===== src/rtl/pe_apb_master.sv =====
// APB3 initiator: one valid/ready command becomes one APB transfer, answered on a valid/ready response.
// Optional ACCESS-phase timeout is enabled by defining PE_APB_MASTER_TIMEOUT_EN.
module pe_apb_master #(
    parameter int ADDR_W      = 8,
    parameter int TIMEOUT_CYC = 256
) (
    input  logic              clk,
    input  logic              rst,
    input  logic              cmd_valid,
    output logic              cmd_ready,
    input  logic              cmd_write,
    input  logic [ADDR_W-1:0] cmd_addr,
    input  logic [31:0]       cmd_wdata,
    output logic              rsp_valid,
    input  logic              rsp_ready,
    output logic [31:0]       rsp_rdata,
    output logic              rsp_err,
    output logic              rsp_timeout,
    output logic [ADDR_W-1:0] paddr,
    output logic [31:0]       pwdata,
    output logic              pwrite,
    output logic              psel,
    output logic              penable,
    input  logic [31:0]       prdata,
    input  logic              pready,
    input  logic              pslverr
);

    typedef enum logic [1:0] {IDLE, SETUP, ACCESS, RESP} state_t;

    state_t state_reg;

    generate
        if (TIMEOUT_CYC < 2 || TIMEOUT_CYC > 65535) begin : g_bad_timeout
            $error("TIMEOUT_CYC must be in 2..65535");
        end
    endgenerate

`ifdef PE_APB_MASTER_TIMEOUT_EN
    localparam logic [15:0] TMO_LIMIT = 16'(TIMEOUT_CYC - 1);
    logic [15:0] tmo_cnt_reg;
`endif

    always_ff @(posedge clk) begin
        if (rst) begin
            state_reg   <= IDLE;
            cmd_ready   <= 1'b1;
            psel        <= 1'b0;
            penable     <= 1'b0;
            pwrite      <= 1'b0;
            paddr       <= '0;
            pwdata      <= '0;
            rsp_valid   <= 1'b0;
            rsp_rdata   <= '0;
            rsp_err     <= 1'b0;
            rsp_timeout <= 1'b0;
`ifdef PE_APB_MASTER_TIMEOUT_EN
            tmo_cnt_reg <= '0;
`endif
        end else begin
            case (state_reg)
                IDLE: begin
                    if (cmd_valid && cmd_ready) begin
                        paddr     <= cmd_addr;
                        pwdata    <= cmd_wdata;
                        pwrite    <= cmd_write;
                        psel      <= 1'b1;
                        penable   <= 1'b0;
                        cmd_ready <= 1'b0;
                        state_reg <= SETUP;
                    end
                end
                SETUP: begin
                    penable   <= 1'b1;
                    state_reg <= ACCESS;
`ifdef PE_APB_MASTER_TIMEOUT_EN
                    tmo_cnt_reg <= '0;
`endif
                end
                ACCESS: begin
                    if (pready) begin
                        // Read data is meaningless on a write, so the response carries zero.
                        rsp_rdata   <= pwrite ? 32'd0 : prdata;
                        rsp_err     <= pslverr;
                        rsp_timeout <= 1'b0;
                        rsp_valid   <= 1'b1;
                        psel        <= 1'b0;
                        penable     <= 1'b0;
                        state_reg   <= RESP;
                    end else begin
`ifdef PE_APB_MASTER_TIMEOUT_EN
                        if (tmo_cnt_reg == TMO_LIMIT) begin
                            rsp_rdata   <= 32'd0;
                            rsp_err     <= 1'b1;
                            rsp_timeout <= 1'b1;
                            rsp_valid   <= 1'b1;
                            psel        <= 1'b0;
                            penable     <= 1'b0;
                            state_reg   <= RESP;
                        end else begin
                            tmo_cnt_reg <= tmo_cnt_reg + 16'd1;
                        end
`endif
                    end
                end
                RESP: begin
                    if (rsp_ready) begin
                        rsp_valid <= 1'b0;
                        cmd_ready <= 1'b1;
                        state_reg <= IDLE;
                    end
                end
                default: begin
                    state_reg <= IDLE;
                    cmd_ready <= 1'b1;
                    psel      <= 1'b0;
                    penable   <= 1'b0;
                    rsp_valid <= 1'b0;
                end
            endcase
        end
    end

endmodule


===== config.mk =====
export PLATFORM = sky130hd
export DESIGN_NAME = pe_apb_master
export DESIGN_NICKNAME = d
export VERILOG_FILES = /design/src/rtl/pe_apb_master.sv
export SDC_FILE = /design/constraint.sdc
export NUM_CORES = 1
export LEC_CHECK = 0
export BUFFER_PORTS_ARGS = -buffer_cell sky130_fd_sc_hd__buf_2
export CAP_MARGIN = 0
export CORE_MARGIN = 5
export CORE_UTILIZATION = 32
export CTS_CLUSTER_SIZE = 16
export DETAILED_ROUTE_END_ITERATION = 7
export GPL_ROUTABILITY_DRIVEN = 0
export GPL_TIMING_DRIVEN = 0
export PLACE_DENSITY = 0.62
export SETUP_SLACK_MARGIN = 0.1
export SLEW_MARGIN = 20
export SYNTH_ARGS = -nofsm -noshare
export SYNTH_HDL_FRONTEND = slang
export SYNTH_SLANG_ARGS = --single-unit

===== constraint.sdc =====
create_clock -name clk -period 3.77 [get_ports clk]
set_clock_uncertainty 0.15 [all_clocks]
set_input_delay 0.754 -clock clk [delete_from_list [all_inputs] [get_ports clk]]
set_output_delay 0.754 -clock clk [all_outputs]
set_load 0.05 [all_outputs]

Word level (Yosys, flattened, before mapping). Cells that the tools add are included.

Logic and storage cells: 44. Input bits: 79. Memories: 0. Bits in latches: 0. Flip-flop bits (word level): 80. Memory bits (writable): 0. Bits in read-only memories: 0.

$mul: 0. Eq/ne operators: 6. Reduce and logical (&&, ||, !) cells: 13. Divide/modulo/power cells: 0. Multiplexer cells: 15. Shift-type cells: 0. Bitwise logic cells: 0. $lt $le $gt $ge: 0. Add/subtract/negate cells: 0.

Operators with widths (number): 32-bit 2-to-1 mux (1); 3-bit AND reduction (5); 2-bit one-hot mux with 4 select lines (1); 1-bit 2-to-1 mux (6); 2-bit 2-to-1 mux (3); 2-bit != test (second input constant) (3); 1-bit one-hot mux with 2 select lines (3); 2-bit nonzero test (3); 2-bit == test (second input constant) (2); 2-bit AND reduction (2); 1-bit one-hot mux with 3 select lines (1); 3-bit nonzero test (1); 2-bit by 1-bit == test with 1-bit output (second input constant) (1); 2-bit logical NOT (1); 1-bit logical AND (1).

Logic depth before layout (Yosys ltp).
Depth in word-level cells: 3. Gate-level depth with buffers: 7. Gate-level depth less buffers: 5.

Least setup slack after synthesis. Ideal clock, no wire load.

Path kind: input port to flip-flop. From: input rsp_ready. To: register state_reg[0]. Setup slack: 2022 ps. Data required time: 3533 ps. Path buffers: 0. Stages: 3. Data arrival time: 1511 ps. Path through: and2b_2 > or4_1 > o31ai_1.

Word-level cells in the longest chain between the ends: 2.

RTL lines: start, declared (line 15) `input logic rsp_ready,`; 2-bit != test (no source line); 3-bit AND reduction (no source line); end signal, assigned (line 46) `state_reg <= IDLE;`; end signal, assigned (line 70) `state_reg <= SETUP;`; end signal, assigned (line 75) `state_reg <= ACCESS;`; end, declared (line 31) `state_t state_reg;`.

No other way between the ends. A chain may end at the register's enable or synchronous reset.

Worst setup path after layout.
From: register pwrite. To: output pwrite.

RTL lines: start, declared (line 21) `output logic pwrite,`; start signal, assigned (line 66) `pwrite <= cmd_write;`.

No word-level cell between the ends.

==> key figures <==
Global routing
  – Most Crowded Layer GR: met2
  – GRT overflow: 0
  – Grt met2 use: 25.2%
  – First-pass GRT wire length: 14,700 um
  – Routing usage on met3: 5.68%
  – Initial antenna violation count: 0
  – Number of global-route vias before repair: 3,039
  – Met1 Use GR: about a fifth
  – Largest net degree at the start of global routing: 14
  – Total Routing Usage GR: ~16%

Clock tree
  – Clock transition at path regs: about 80 ps
  – Root Driver: clkbuf_8
  – Cts hold-fix bufs: 0
  – Longest Clk Path Bufs: 2
  – CTS sink cnt: 80
  – Post-CTS Resized: 0
  – Worst-skew pair later-pin latency: ~340 ps
  – H-tree depth: 3
  – CTS tree: done
  – Num CTS Buffers: 9
  – Post-CTS setup buffer count: 0

Min path
  – Min-Delay Path Class: register to register
  – Hold-critical path endpoint: rsp_rdata[28]$_SDFFE_PP0P_
  – Cells on Worst Hold Path: 2
  – Hold_sp: rsp_rdata[28]$_SDFFE_PP0P_

Power and ir drop
  – Switch share: 42.3%
  – PwrDens: 705 mW/mm2
  – Clock share of power: 24.5%
  – Flop pwr share: between 30% and 40%
  – Leakage power: 1.94 nW
  – Tot Pwr: 3.05 mW
  – VDD IR max: 0.287 mV
  – Psw: 1.29 mW
  – P_int: 1.76 mW
  – Comb pwr share: 40.5%

Timing
  – Fmax: 497 MHz
  – Pins Over Slew Limit: 0
  – Tmin final: 2010 ps
  – Final period util: 53.3%
  – RSZ-0062 raised after global routing: false
  – # setup viols final: 0
  – Final hold violations: 0
  – Setup TNS Final: 0 ps

Final layout
  – Layout net count: 628
  – Reg area: 0.00160 mm2
  – Layout cell share with drive strength beyond 1: about a third
  – Commonest non-fill, non-tap cells in the layout: buf_2, nand2_1, dfxtp_1
  – Area Overhead vs Synth: 37.2%
  – N_diodes: 0
  – Multi-input gate area: 0.00138 mm2
  – Most common cell after layout, fill and taps aside: buf_2
  – Finished Core Util: approximately 45%
  – Largest regs: pwdata: 32 flops, rsp_rdata: 32 flops, paddr: 8 flops
  – # fillers: 997

Critical path
  – WP buf/inv: 1
  – Reg2reg end: paddr[2]$_SDFFE_PP0P_
  – Startpoint types: register
  – Crit-path cells: buf_2
  – Reg2reg start: state_reg[0]$_SDFFE_PP0P_
  – Crit path max fanout: 7
  – Worst reg2reg setup slack: 1770 ps
  – Top Family by Delay on Critical Path: flip-flops
  – R2R cell count: 6
  – CP max-delay cell: dfxtp_1
  – Crit path kind: register to primary output
  – Arr. time, crit path: 1110 ps
  – Required time of the critical path: 2870 ps
  – CP endpoint kind: primary output
  – Delay of the slowest critical-path stage: between 400 and 500 ps

Drt
  – Iteration count of the initial detailed-routing pass: 5
  – Final WL: 9660 um
  – Vias/cell: around 4.7
  – Antenna-violating nets left: 0
  – DR iter-0 viols: around 140
  – Drt wl/cell: 14.2 um
  – DR vias: roughly 3,200
  – # DRC: 0

Run status
  – Status: finished clean

Die
  – Die height: around 110 um
  – IO Count: 158
  – Die Area: 0.0119 mm2
  – Core area: 0.00968 mm2
  – Die width: about 110 um
  – Row cnt: 36
  – Initial Util: about 33%

Yosys
  – Synth Net Count: 462
  – Yosys cell types: 27
  – Syn avg cell area: 8.39 um2
  – Flops & latches, synth: 80
  – Post-Syn Area: 0.00315 mm2
  – Mapped Cells: approximately 380
  – Ys Warns: 0
  – Yosys top cell area share: 50.8%
  – Post-synthesis sequential area ratio: between 50 and 60%
  – Synth area leader: dfxtp_1
  – Synth area leaders: dfxtp_1, nand2_1, a21oi_1

Placement
  – PortBufs: 155
  – Half-perimeter wire length after placement: between 7000 and 8000 um

Run
  – Max-cap viol count: 0
==> worst max path at each step <==
stage / start / to / slack (ps) / depth (start not counted)
floorplan: rsp_ready / state_reg[0]$_SDFFE_PP0P_ / 2020 / 3
global placement: rst / pwdata[24]$_SDFFE_PP0P_ / 1710 / 4
detailed placement: cmd_valid / paddr[2]$_SDFFE_PP0P_ / 1670 / 5
CTS: state_reg[0]$_SDFFE_PP0P_ / paddr[2]$_SDFFE_PP0P_ / 1710 / 6
global route: state_reg[0]$_SDFFE_PP0P_ / paddr[5]$_SDFFE_PP0P_ / 1550 / 6
finish: pwrite$_SDFFE_PP0P_ / pwrite / 1760 / 1
==> layer usage <==
layer,vias to the layer above,wire length (um)
li1,1603,-
met1,1444,4150
met2,114,4500
met3,13,875
met4,0,141
met5,-,0
==> per-stage QoR <==
| stage | hold slack (ps) | worst slack (ps) | area [um2] | std cells |
|---|---|---|---|---|
| global placement | 286 | 1710 | 4100 | 664 |
| CTS | 302 | 1710 | 4330 | 679 |
| global route | 317 | 1550 | 4330 | 679 |
| detailed placement | 292 | 1670 | 4100 | 664 |
| floorplan | 348 | 2020 | 3150 | 376 |
| finish | 301 | 1760 | 4330 | 679 |
==> power by group through the flow <==
stage / logic, mW / clock network (mW) / registers (mW)
finish: 1.24 / 0.747 / 1.07
global route: 1.34 / 0.814 / 1.09
CTS: 1.25 / 0.769 / 1.07
detailed placement: 1.24 / 0 / 1.09
global placement: 1.23 / 0 / 1.08
floorplan: 0.474 / 0 / 1.53
==> cell families (layout without fill, tap and decap cells) <==
group | after synthesis | after routing | synth area share, %
compound gates | 85 | 85 | 14.6
fa+ha+maj | 7 | 7 | 2.78
buf+inv | 37 | 207 | 5.56
flops | 80 | 80 | 50.8
mux | 2 | 2 | 0.635
other cells | 1 | 1 | 0.119
simple gates | 164 | 164 | 25.6
==> Yosys cell counts, drive strengths merged <==
cell type	count
ha	7
a21boi	1
nor3	1
or4	1
buf	17
a21oi	76
mux2i	2
nor2	1
inv	4
and3	1
or2	1
o21ai	2
nand2	122
o31ai	1
o21bai	1
nand3	2
or3	1
nor2b	1
o41ai	1
and2b	1
nand4b	32
o311ai	2
dfxtp	80
clkbuf	16
a32oi	1
conb	1
==> final cells by class <==
type / count / share of cell area, %
Tap cell: 133 / 3.85
Clock buffer: 10 / 2.95
Clock inverter: 5 / 2.40
Timing Repair Buffer: 155 / 17.9
Multi-Input combinational cell: 259 / 31.8
Inverter: 4 / 0.347
Sequential cell: 80 / 37.0
Buffer: 33 / 3.70
No activity file was read; power rests on OpenSTA's default activity.
